--- config.mk ---
export PLATFORM = sky130hd
export DESIGN_NAME = transfer_scheduler
export DESIGN_NICKNAME = d
export VERILOG_FILES = /design/src/rtl/transfer_sched_pkg.sv /design/src/rtl/transfer_scheduler_rr_arbiter.sv /design/src/rtl/transfer_scheduler.sv
export SDC_FILE = /design/constraint.sdc
export NUM_CORES = 1
export LEC_CHECK = 0
export ABC_AREA = 1
export CAP_MARGIN = 15
export CORE_ASPECT_RATIO = 0.7
export CORE_UTILIZATION = 45
export CTS_CLUSTER_DIAMETER = 30
export DETAILED_ROUTE_END_ITERATION = 7
export GPL_ROUTABILITY_DRIVEN = 0
export PLACE_DENSITY = 0.77
export SYNTH_ARGS = -nofsm -noshare
export SYNTH_HDL_FRONTEND = slang
export SYNTH_HIERARCHICAL = 1
export SYNTH_SLANG_ARGS = --single-unit
export TNS_END_PERCENT = 30
--- constraint.sdc ---
create_clock -name core_clk -period 3.9 [get_ports core_clk]
set_input_delay 0.78 -clock core_clk [delete_from_list [all_inputs] [get_ports core_clk]]
set_output_delay 0.78 -clock core_clk [all_outputs]
set_load 0.05 [all_outputs]
--- src/rtl/transfer_sched_pkg.sv ---
// Shared types and defaults for the address-generator transfer scheduler.
package transfer_sched_pkg;

    typedef enum logic [1:0] {
        IDLE   = 2'd0,
        START  = 2'd1,
        STREAM = 2'd2,
        DONE   = 2'd3
    } state_t;

    localparam int DEF_ADDR_WIDTH = 16;
    localparam int DEF_LEN_WIDTH  = 12;

    localparam logic DIR_LOAD = 1'b0;
    localparam logic DIR_BACK = 1'b1;

endpackage

--- src/rtl/transfer_scheduler_rr_arbiter.sv ---
// Combinational round-robin pick: first set request at or after ptr, wrapping modulo N.
module rr_arbiter #(
    parameter  int N  = 3,
    localparam int IW = (N > 1) ? $clog2(N) : 1
) (
    input  logic [N-1:0]  req,
    input  logic [IW-1:0] ptr,
    output logic [N-1:0]  gnt,
    output logic [IW-1:0] index
);

    logic [IW:0] cand;
    logic        found;

    always_comb begin
        gnt   = '0;
        index = '0;
        found = 1'b0;
        cand  = '0;
        for (int off = 0; off < N; off++) begin
            // One extra bit so ptr+off cannot overflow before the modulo fold
            cand = {1'b0, ptr} + (IW+1)'(off);
            if (cand >= (IW+1)'(N)) begin
                cand = cand - (IW+1)'(N);
            end
            if (!found && req[cand[IW-1:0]]) begin
                gnt[cand[IW-1:0]] = 1'b1;
                index             = cand[IW-1:0];
                found             = 1'b1;
            end
        end
    end

endmodule

--- src/rtl/transfer_scheduler.sv ---
// Shares the address generator among N_REQ transfer clients: arbitrates, latches the
// winner's request, drives the generator controls beat by beat and pulses completion.
module transfer_scheduler
    import transfer_sched_pkg::*;
#(
    parameter  int N_REQ      = 3,
    parameter  int ADDR_WIDTH = DEF_ADDR_WIDTH,
    parameter  int LEN_WIDTH  = DEF_LEN_WIDTH,
    localparam int IW         = (N_REQ > 1) ? $clog2(N_REQ) : 1
) (
    input  logic                        core_clk,
    input  logic                        reset,
    input  logic [N_REQ-1:0]            req,
    input  logic [N_REQ*ADDR_WIDTH-1:0] req_base,
    input  logic [N_REQ*LEN_WIDTH-1:0]  req_len,
    input  logic [N_REQ-1:0]            req_dir,
    output logic [N_REQ-1:0]            grant,
    output logic [N_REQ-1:0]            done,
    input  logic                        beat,
    output logic                        busy,
    output logic                        ag_enable,
    output logic                        ag_transfer,
    output logic                        ag_increment,
    output logic                        ag_direct_back_path,
    output logic [ADDR_WIDTH-1:0]       ag_base_address
);

    state_t                state_reg;
    logic [IW-1:0]         rr_ptr_reg;
    logic [IW-1:0]         owner_reg;
    logic [LEN_WIDTH-1:0]  beat_cnt_reg;
    logic [LEN_WIDTH-1:0]  len_reg;
    logic [ADDR_WIDTH-1:0] base_reg;
    logic                  dir_reg;

    logic [N_REQ-1:0]      arb_gnt;
    logic [IW-1:0]         arb_index;
    logic [N_REQ-1:0]      owner_onehot;
    logic [ADDR_WIDTH-1:0] base_arr [N_REQ];
    logic [LEN_WIDTH-1:0]  len_arr  [N_REQ];

    generate
        for (genvar gi = 0; gi < N_REQ; gi++) begin : g_unpack
            assign base_arr[gi]     = req_base[gi*ADDR_WIDTH +: ADDR_WIDTH];
            assign len_arr[gi]      = req_len[gi*LEN_WIDTH +: LEN_WIDTH];
            assign owner_onehot[gi] = (owner_reg == IW'(gi));
        end
    endgenerate

    rr_arbiter #(
        .N (N_REQ)
    ) u_arbiter (
        .req   (req),
        .ptr   (rr_ptr_reg),
        .gnt   (arb_gnt),
        .index (arb_index)
    );

    // Only output that follows the datapath in the same cycle
    assign ag_increment = (state_reg == STREAM) && beat;

    always_ff @(posedge core_clk or posedge reset) begin
        if (reset) begin
            state_reg           <= IDLE;
            rr_ptr_reg          <= '0;
            owner_reg           <= '0;
            beat_cnt_reg        <= '0;
            len_reg             <= '0;
            base_reg            <= '0;
            dir_reg             <= DIR_LOAD;
            grant               <= '0;
            done                <= '0;
            busy                <= 1'b0;
            ag_enable           <= 1'b0;
            ag_transfer         <= 1'b0;
            ag_direct_back_path <= 1'b0;
            ag_base_address     <= '0;
        end else begin
            // Output registers present the decode of the state being left this edge
            busy                <= (state_reg != IDLE);
            ag_base_address     <= base_reg;
            ag_direct_back_path <= dir_reg;
            grant               <= '0;
            done                <= '0;
            ag_enable           <= 1'b0;
            ag_transfer         <= 1'b0;
            case (state_reg)
                IDLE: begin
                    if (|arb_gnt) begin
                        owner_reg <= arb_index;
                        base_reg  <= base_arr[arb_index];
                        len_reg   <= len_arr[arb_index];
                        dir_reg   <= req_dir[arb_index];
                        state_reg <= (len_arr[arb_index] == '0) ? DONE : START;
                    end
                end
                START: begin
                    grant       <= owner_onehot;
                    ag_enable   <= 1'b1;
                    ag_transfer <= 1'b1;
                    state_reg   <= STREAM;
                end
                STREAM: begin
                    grant       <= owner_onehot;
                    ag_enable   <= 1'b1;
                    ag_transfer <= 1'b1;
                    if (beat) begin
                        beat_cnt_reg <= beat_cnt_reg + LEN_WIDTH'(1);
                        if (beat_cnt_reg == len_reg - LEN_WIDTH'(1)) begin
                            state_reg <= DONE;
                        end
                    end
                end
                DONE: begin
                    done         <= owner_onehot;
                    beat_cnt_reg <= '0;
                    rr_ptr_reg   <= (owner_reg == IW'(N_REQ - 1)) ? '0 : owner_reg + IW'(1);
                    state_reg    <= IDLE;
                end
                default: state_reg <= IDLE;
            endcase
        end
    end

endmodule
==> Word-level counts from Yosys, hierarchy flattened <==
Cells that the tools add are included.
{ "totals": {"ff_bits": 72, "output_inout_bits": 27, "input_bits": 93, "elab_cells": 104} }
{ "op_classes": {"n_bitwise": 3, "n_mux": 42, "n_reduce_logical": 18, "eq_ne": 9, "order_cmp": 11, "addsub": 8} }
{ "op_table": {"columns": ["cell", "count"], "rows": [
  ["two-way mux 12 bit", 3],
  ["binary-select mux 16 bit (select 2 bit)", 1],
  ["two-way mux 16 bit", 2],
  ["binary-select mux 12 bit (select 2 bit)", 1],
  ["case mux 12 bit (2 select lines)", 1],
  ["two-way mux 2 bit", 11],
  ["two-way mux 3 bit", 5],
  ["adder 12 x 1 -> 12 bit (second input constant)", 1],
  ["== test 12 bit", 1],
  ["zero test 12 bit", 1],
  ["less-than comparator 2 x 3 -> 1 bit (second input constant)", 4],
  ["subtractor 12 x 1 -> 12 bit (second input constant)", 1],
  ["two-way mux 1 bit", 10],
  ["binary-select mux 1 bit (select 2 bit)", 4],
  ["case mux 2 bit (4 select lines)", 1],
  ["demux 1 bit (select 2 bit)", 3],
  ["== test 2 bit (second input constant)", 3],
  ["greater-or-equal comparator 2 x 1 -> 1 bit (second input constant)", 3],
  ["greater-or-equal comparator 3 x 2 -> 1 bit (second input constant)", 2],
  ["logical AND 1 bit", 6],
  ["bitwise OR 3 bit", 2],
  ["subtractor 2 bit (second input constant)", 3],
  ["== test 2 x 1 -> 1 bit (second input constant)", 2],
  ["zero test 2 bit", 2],
  ["other kinds (14)", 18]
]} }

==> Logic depth before layout (Yosys ltp) <==
Gate-level depths: netlist (run 1).
{ "depth": {"word_depth": 19, "depth_mapped": 21, "mapped_depth_nobuf": 20} }

==> Modules after synthesis <==
The synthesis (run 1) kept the hierarchy.
{ "modules_own_cells": {"columns": ["module", "seq_area_each_um2", "cells_each", "n_inst", "area_per_inst_um2"], "rows": [
  ["transfer_scheduler", 1801.7, 480, 1, 3686.0],
  ["rr_arbiter", 0.0, 62, 1, 316.6]
]} }

==> Worst setup path after synthesis (run 1) <==
OpenSTA, ideal clock, no wires.
{ "synth_timing": {"path_type": "flip-flop to flip-flop", "from": "register rr_ptr_reg[0]", "to": "register state_reg[1]", "synth_period_minus_slack_ps": 2379, "path_slack_ps": 1521, "path_stages_with_launch": 19, "path_buffers": 2, "arrival_ps": 2263, "setup_ps": 117, "t_required_ps": 3783, "cell_sequence": "dfrtp_1 inv_1 ha_1 buf_4 nand2_1 nand3_1 nand2_1 nand3_1 nand2_2 inv_2 nand2_1 clkbuf_1 o21ai_0 o21ai_0 nor2_1 nand4_1 o21ai_0 nand3_1 nand2_1"} }
{ "synth_via": {"elab_chain_cells": 19, "word_cells_on_any_way": 57, "cone_classes": "5 x add/sub; 9 x order compare; 1 x eq/ne; 29 x mux; 3 x bitwise; 10 x reduce/logical"} }
{ "synth_lines": {"columns": ["element", "line_no", "rtl"], "rows": [
  ["start, declared", "transfer_scheduler.sv:29", "logic [IW-1:0] rr_ptr_reg;"],
  ["start signal, assigned", "transfer_scheduler.sv:117", "rr_ptr_reg <= (owner_reg == IW'(N_REQ - 1)) ? '0 : owner_reg + IW'(1);"],
  ["branches (longest 10 deep; another with adder 2 x 1 -> 3 bit)", null, null],
  ["two-way mux 2 bit (*)", "transfer_scheduler_rr_arbiter.sv:26", "if (!found && req[cand[IW-1:0]]) begin"],
  ["via arb_index[0]", "transfer_scheduler.sv:37", "logic [IW-1:0] arb_index;"],
  ["NOT 2 -> 3 bit (implied by the code) (*)", "transfer_scheduler.sv:94", "state_reg <= (len_arr[arb_index] == '0) ? DONE : START;"],
  ["binary-select mux 12 bit (select 2 bit) (*)", "transfer_scheduler.sv:94", null],
  ["two-way mux 12 bit (implied by the code) (*) (2 in series)", "transfer_scheduler.sv:94", null],
  ["zero test 12 bit (*)", "transfer_scheduler.sv:94", null],
  ["two-way mux 2 bit (*)", "transfer_scheduler.sv:94", null],
  ["two-way mux 2 bit (*)", "transfer_scheduler.sv:89", "if (|arb_gnt) begin"],
  ["case mux 2 bit (4 select lines) (*)", "transfer_scheduler.sv:87", "case (state_reg)"],
  ["end signal, assigned", "transfer_scheduler.sv:94", null],
  ["end, declared", "transfer_scheduler.sv:28", "state_t state_reg;"]
]} }
Mark *: on every way through the listed nets, which the timed path passes. The select of a mux whose other input is x is not followed.
A chain may end at the register's enable or synchronous reset.

==> Worst setup path in the final report (run 1) <==
{ "layout_timing": {"from": "input req[2]", "to": "register state_reg[1]"} }
{ "layout_via": {"elab_chain_cells": 17, "word_cells_on_any_way": 31, "cone_classes": "1 x eq/ne; 20 x mux; 3 x bitwise; 7 x reduce/logical"} }
{ "layout_lines": {"columns": ["element", "line_no", "rtl"], "rows": [
  ["start, declared", "transfer_scheduler.sv:13", "input logic [N_REQ-1:0] req,"],
  ["binary-select mux 1 bit (select 2 bit)", "transfer_scheduler_rr_arbiter.sv:26", null],
  ["two-way mux 1 bit (implied by the code)", "transfer_scheduler_rr_arbiter.sv:26", null],
  ["two-way mux 1 bit", "transfer_scheduler_rr_arbiter.sv:26", null],
  ["zero test 1 bit", "transfer_scheduler_rr_arbiter.sv:26", null],
  ["logical AND 1 bit", "transfer_scheduler_rr_arbiter.sv:26", null],
  ["two-way mux 1 bit", "transfer_scheduler_rr_arbiter.sv:26", null],
  ["zero test 1 bit", "transfer_scheduler_rr_arbiter.sv:26", null],
  ["logical AND 1 bit", "transfer_scheduler_rr_arbiter.sv:26", null],
  ["two-way mux 2 bit (*)", "transfer_scheduler_rr_arbiter.sv:26", null],
  ["via arb_index[0]", "transfer_scheduler.sv:37", null],
  ["NOT 2 -> 3 bit (implied by the code) (*)", "transfer_scheduler.sv:94", null],
  ["binary-select mux 12 bit (select 2 bit) (*)", "transfer_scheduler.sv:94", null],
  ["two-way mux 12 bit (implied by the code) (*) (2 in series)", "transfer_scheduler.sv:94", null],
  ["zero test 12 bit (*)", "transfer_scheduler.sv:94", null],
  ["two-way mux 2 bit (*)", "transfer_scheduler.sv:94", null],
  ["two-way mux 2 bit (*)", "transfer_scheduler.sv:89", null],
  ["case mux 2 bit (4 select lines) (*)", "transfer_scheduler.sv:87", null]
]} }
The timed path passes the listed nets; every way through them passes the cells marked *. The select of a mux whose other input is x is not followed.

==> summary.txt, run 1 <==
Final layout
  – Share of cells above drive strength 1: 0.08258
  – Register area: 0.001802 mm²
  – Commonest non-fill, non-tap cell in the layout: nand2_1
  – Commonest non-fill, non-tap cells in the layout: 140 x nand2_1, 119 x clkdlybuf4s50_1, 72 x dfrtp_1, 68 x nor2_1, 54 x o21ai_0
  – Fillers: 750
  – Non-Filler Cell Area, Final: between 0.005 and 0.006 mm²
  – Area Overhead vs Synth: 40.29%
  – Multi-input gate area: 0.001906 mm²
  – Final nets: 763
  – Inserted Diodes: 0

STA
  – Achievable Freq: about 0.32 GHz
  – Min Tclk post-route: 3.143 ns
  – Final Slew Violations: 0
  – RSZ-0062 raised after global routing: no
  – Setup_tns: 0 ns
  – Worst setup margin: 0.7567 ns
  – Finish-stage setup viols: 0
  – Hold Vio Cnt, Final: 0
  – Layout Skew: 0.007802 ns
  – Least-Margin Pin Slew: 0.5439 ns
  – Slew headroom: 0.6363
  – Part of the cycle the worst path needs: 0.8060

Critical path
  – Required time worst endpoint: between 4 and 5 ns
  – Critical path arrival: 3.37 ns
  – Setup CP Type: in -> reg
  – Critical Path Source Type: primary input
  – Crit. End Element: flip-flop
  – Reg2reg path depth: 18
  – CP max FO: 21

Route
  – First-pass iteration count of the detailed router: 4
  – Detailed-route via count: roughly 4000
  – Drt first-iter violations: 215
  – Post-route ant nets: 0
  – Post-Route M1 WL: 4265 µm
  – Wire length on met3: between 700 and 800 µm
  – Avg WL per Cell: 13.38 µm
  – Vias per cell: ~5
  – DRT Wirelength: 10510 µm
  – Residual DRC count: 0
  – Top layer in use: met4
  – Met2 WL: 5221 µm

Worst hold path
  – Hold Path Cell Cnt: 0
  – Hold WC Path Type: reg -> reg

Global route
  – Global-route wire length before repair: 16590 µm
  – Initial antenna violation count: 0
  – Largest net degree at the start of global routing: 34
  – Grt total ovfl: 0
  – Vias in the first global route: 3678
  – GRT Total Usage: 0.2374

Synth
  – Mapped Cells: 542
  – Mean Syn Cell Area: 7.385 µm²
  – Sequential share of the synthesized area: 0.4501
  – Ys Warns: 6
  – Mapped cell area: 0.004003 mm²
  – Register bit total from synthesis: 72
  – Yosys cell types: 32
  – Syn Nets: 644

Power and ir drop
  – Sw frac: 0.2668
  – Gate power share: 0.161
  – Reg power frac: 0.427
  – NetSw: 508.2 µW
  – Clock power frac: 0.412
  – PD cells: 339.3 mW/mm²
  – Power Internal: approximately 1400 µW
  – Leakage power: 0.002625 µW
  – VDD IR max: around 0.19 mV

Placement
  – Area after DPL: 0.005323 mm²
  – Worst slack, placed: approximately 0.44 ns
  – # port buffers: about 120
  – Post-DP HPWL: 8170 µm

CTS
  – H-tree Lvls: 3
  – CTS tree: built
  – Post-CTS Setup Bufs: 0
  – Deepest clock path buffer count: 2
  – Skew-Pair Late Insertion Delay: about 0.34 ns
  – CTS Buf Count: 9
  – CTS Hold Bufs: 0
  – CTS sink cnt: 72
  – Clock transition at path regs: 0.06 ns
  – Cts repair resizes: 0
  – Root Driver: clkbuf_16

Floorplan
  – Die area: 0.009282 mm²
  – Io pins: 120
  – Core area: 0.008548 mm²
  – Chip height: 80.91 µm
  – Die width: about 110 µm
  – Initial Utilization: 0.4682
  – Num rows: 28

Job
  – MaxCap Viol Count: 0

Run status
  – Run status: completed
-- Yosys cell counts, drive strengths merged --
| master | number | area (µm²) |
|---|---|---|
| nor2 | 75 | 311.5 |
| nand3 | 27 | 157.7 |
| xnor2 | 4 | 35.03 |
| nor3 | 7 | 40.04 |
| ha | 9 | 112.6 |
| clkbuf | 9 | 33.78 |
| o21ai | 59 | 302.8 |
| buf | 9 | 48.79 |
| or2 | 1 | 6.260 |
| nand3b | 2 | 15.01 |
| o21a | 1 | 7.510 |
| inv | 59 | 221.5 |
| xor2 | 1 | 8.760 |
| a21o | 2 | 17.52 |
| nand2 | 146 | 568.0 |
| dfrtp | 72 | 1802 |
| a31oi | 3 | 18.77 |
| nand4 | 8 | 50.05 |
| a21oi | 46 | 230.2 |
| a22oi | 2 | 15.01 |
-- area by class of cell --
cell class | count | share of cell area
Clock buffer | 11 | 0.04501
Clock inverter | 5 | 0.007130
Inverter | 59 | 0.03944
Multi-Input combinational cell | 393 | 0.3393
Sequential cell | 72 | 0.3209
Tap cell | 120 | 0.02674
Timing Repair Buffer | 126 | 0.2215
-- logic make-up (layout without fill, tap and decap cells) --
group	Yosys count	after routing	synth area share
AND/OR/NAND/NOR	266	266	0.2870
AO/OA/AOI/OAI	113	113	0.1479
buffers and inverters	77	201	0.07596
flip-flops	72	72	0.4501
adder cells (fa/ha/maj)	9	9	0.02813
XOR/XNOR	5	5	0.01094
-- critical path: stages --
cell             delay (ns)
clkdlybuf4s50_1        0.54
inv_2                  0.06
o21ai_2                0.18
nand2_4                0.11
inv_2                  0.09
nand2_2                0.05
nand2_2                0.08
inv_2                  0.04
nand2_1                0.30
buf_4                  0.33
o21ai_0                0.12
o21ai_0                0.28
nor2_1                 0.09
nand4_1                0.10
o21ai_0                0.09
nand3_1                0.08
nand2_1                0.05
-- path summary, 6_finish.rpt --
check / from / endpoint / slack [ns]
worst max-delay path: req[2] / state_reg[1] / 0.76
worst min-delay path: base_reg[10] / ag_base_address[10] / 0.37
worst max register to register: rr_ptr_reg[0] / state_reg[1] / 0.85
worst min register to register: base_reg[10] / ag_base_address[10] / 0.37
max in group asynchronous: reset / ag_base_address[1] / 2.40
min in group asynchronous: reset / beat_cnt_reg[8] / 0.74
-- power by group through the flow --
stage | registers, µW | clock network, µW | logic (µW)
floorplan | 815 | 0 | 172
detailed placement | 825 | 0 | 306
global route | 816 | 830 | 342
finish | 813 | 785 | 307
CTS | 812 | 795 | 307
global placement | 823 | 0 | 296
-- metrics by stage --
stage | utilization | total power (µW) | hold WS (ns) | cells
floorplan | - | 987.5 | 0.3540 | 542
global placement | 0.6227 | 1120 | 0.3598 | 770
detailed placement | 0.6227 | 1131 | 0.3619 | 770
CTS | 0.6569 | 1914 | 0.3757 | 786
global route | 0.6569 | 1988 | 0.3836 | 786
finish | 0.6569 | 1905 | 0.3733 | 786
-- layer usage --
layer | track usage | vias to the layer above
li1 | - | 1975
met1 | 0.2626 | 1808
met2 | 0.4194 | 120
met3 | 0.08433 | 16
met4 | 0.1000 | 0
met5 | 0 | -
Note: power is estimated with default switching activity, not from simulation.
==> run 2: changes to the inputs <==
CORE_UTILIZATION = 43   (was 45)
clock period = 2.8 ns   (was 3.9 ns; I/O delays follow)
==> run 2 against run 1 <==
  * Utilization down 1.4 points
  * Register-to-register slack worse by 0.65 ns
  * Worst setup slack worse by 0.56 ns
  * First-iteration DRC count up 11%
  * Flip-flop and latch count unchanged
  * Final cell count up 2.5%
  * Clock skew down 0.0026 ns
  * Routed wire length up 7.7%
  * Global-route usage up 0.36 points
  * Largest cell class unchanged
==> summary.txt, run 2 (synthesis results as in run 1) <==
Run status
  – Run status: completed (unchanged)

STA
  – Hold Vio Cnt, Final: 0 (unchanged)
  – Min Tclk post-route: 2.602 ns
  – Finish-stage setup viols: 0 (unchanged)
  – Part of the cycle the worst path needs: 0.9293
  – Slew headroom: 0.6182 (was 0.6363)
  – Layout Skew: 0.005245 ns (was 0.007802 ns)
  – Achievable Freq: 0.3843 GHz
  – RSZ-0062 raised after global routing: no (unchanged)
  – Least-Margin Pin Slew: 0.5719 ns (was 0.5439 ns)
  – Setup_tns: 0 ns (unchanged)
  – Final Slew Violations: 0 (unchanged)

Final layout
  – Multi-input gate area: 0.001926 mm² (was 0.001906 mm²)
  – Share of cells above drive strength 1: 0.1114 (was 0.08258)
  – Fillers: 787 (was 750)
  – Final core occ: 0.6428 (was 0.6569)
  – Area Overhead vs Synth: 45.11% (was 40.29%)
  – Final nets: 779 (was 763)
  – Inserted Diodes: 0 (unchanged)
  – Commonest non-fill, non-tap cell in the layout: nand2_1 (unchanged)
  – Commonest non-fill, non-tap cells in the layout: 139 x nand2_1, 118 x clkdlybuf4s50_1, 72 x dfrtp_1, 68 x nor2_1, 54 x o21ai_0 (was 140 x nand2_1, 119 x clkdlybuf4s50_1, 72 x dfrtp_1, 68 x nor2_1, 54 x o21ai_0)
  – Register area: 0.001802 mm² (unchanged)

CTS
  – Clock transition at path regs: 0.06 ns (about the same)
  – Post-CTS Setup Bufs: 0 (unchanged)
  – CTS sink cnt: 72 (unchanged)
  – Skew-Pair Late Insertion Delay: 0.34 ns (about the same)
  – Deepest clock path buffer count: 2 (unchanged)
  – CTS Buf Count: 9 (unchanged)
  – H-tree Lvls: 3 (unchanged)
  – CTS Hold Bufs: 0 (unchanged)
  – Root Driver: clkbuf_16 (unchanged)
  – CTS tree: built (unchanged)

Global route
  – Largest net degree at the start of global routing: 35 (was 34)
  – GRT Total Usage: 0.2409 (was 0.2374)
  – Vias in the first global route: 3902 (was 3678)
  – Grt total ovfl: 0 (unchanged)
  – Global-route wire length before repair: 17650 µm (was 16590 µm)
  – Initial antenna violation count: 0 (unchanged)

Placement
  – # port buffers: 119 (unchanged)
  – Post-DP HPWL: 8620 µm (was 8170 µm)

Critical path
  – CP max FO: 17 (was 21)
  – Critical path arrival: 2.88 ns (was 3.37 ns)
  – Crit. End Element: flip-flop (unchanged)
  – Setup CP Type: reg -> reg (was in -> reg)
  – Required time worst endpoint: 3.08 ns (was 4.12 ns)
  – Critical Path Source Type: flip-flop (was primary input)

Worst hold path
  – Hold WC Path Type: reg -> reg (unchanged)

Job
  – MaxCap Viol Count: 0 (unchanged)

Power and ir drop
  – VDD IR max: 0.2882 mV (was 0.1919 mV)
  – Leakage power: 0.002735 µW (was 0.002625 µW)
  – PD cells: 489.4 mW/mm² (was 339.3 mW/mm²)

Floorplan
  – Die area: 0.009704 mm² (was 0.009282 mm²)
  – Chip height: 82.72 µm (was 80.91 µm)
  – Die width: 117.3 µm (was 114.7 µm)
  – Initial Utilization: 0.4430 (was 0.4682)
  – Io pins: 120 (unchanged)
  – Core area: 0.009035 mm² (was 0.008548 mm²)
  – Num rows: 29 (was 28)

Route
  – Drt first-iter violations: 238 (was 215)
  – Detailed-route via count: 4041 (was 3919)
  – Post-route ant nets: 0 (unchanged)
  – Residual DRC count: 0 (unchanged)
  – DRT Wirelength: 11320 µm (was 10510 µm)
  – First-pass iteration count of the detailed router: 5 (was 4)
  – Vias per cell: 5.014 (was 4.986)
  – Avg WL per Cell: 14.05 µm (was 13.38 µm)
==> run 2: timing repair <==
action | CTS | global route
gates resized for setup | 0 | 5
endpoints found under the hold margin | 0 | 0
endpoints found under the setup margin | 0 | 9
==> run 2: per-layer routing <==
layer / vias up / track usage / routed length [µm]
met5: - / 0 / 0
met4: 0 / 0.08831 / 218
met3: 19 / 0.09890 / 839
met2: 125 / 0.4373 / 5680
met1: 1888 / 0.2577 / 4585
li1: 2009 / - / -
==> run 2: cell type report <==
| cell class | count | area share |
|---|---|---|
| clock inverter | 6 | 0.01573 |
| inverter | 59 | 0.03813 |
| timing repair buffer | 142 | 0.2365 |
| clock buffer | 10 | 0.04115 |
| sequential | 72 | 0.3102 |
| multi-input combinational | 393 | 0.3315 |
| tap | 124 | 0.02671 |
==> run 2: worst max-delay path: stages (launching register included) <==
cell and delay [ns]:
dfrtp_1 0.43, inv_1 0.09, ha_1 0.28, o21ai_2 0.23, nand2_4 0.10, buf_4 0.15
nand4_1 0.09, nand2_1 0.09, inv_1 0.09, nor2_2 0.05, buf_4 0.19, nand2_1 0.08
o21ai_0 0.13, nor2_1 0.12, nand4_1 0.10, o21ai_0 0.17, nand3_1 0.09, nand2_1 0.07
==> run 2: report_power, final <==
group | switching, µW | total (µW) | internal, µW | leakage (µW)
logic | 222 | 455 | 232 | 0.00165
registers | 52.3 | 1130 | 1080 | 0.000926
clock network | 448 | 1260 | 808 | 0.000163
total | 722 | 2840 | 2120 | 0.00274
==> run 2: final timing paths <==
check                                   start            endpoint  slack (ns)  depth (start not counted)
worst min-delay path              base_reg[0]  ag_base_address[0]        0.37                          0
min in group asynchronous               reset    beat_cnt_reg[10]        0.60                          2
worst max-delay path            rr_ptr_reg[1]        state_reg[1]        0.20                         17
max in group asynchronous               reset         ag_transfer        1.57                          3
worst min register to register    base_reg[0]  ag_base_address[0]        0.37                          0
worst max register to register  rr_ptr_reg[1]        state_reg[1]        0.20                         17
==> run 2: stage by stage <==
stage / cells / instance area (µm²) / setup WS (ns) / total power [µW] / hold slack (ns)
2_1_floorplan: 542 / 4003 / 0.4151 / 1375 / 0.3540
3_3_place_gp: 790 / 5458 / -0.001194 / 1582 / 0.3606
3_5_place_dp: 790 / 5458 / -0.1318 / 1601 / 0.3614
4_1_cts: 806 / 5788 / 0.07953 / 2867 / 0.3757
5_1_grt: 806 / 5808 / 0.02163 / 2971 / 0.3752
6_report: 806 / 5808 / 0.1979 / 2843 / 0.3686
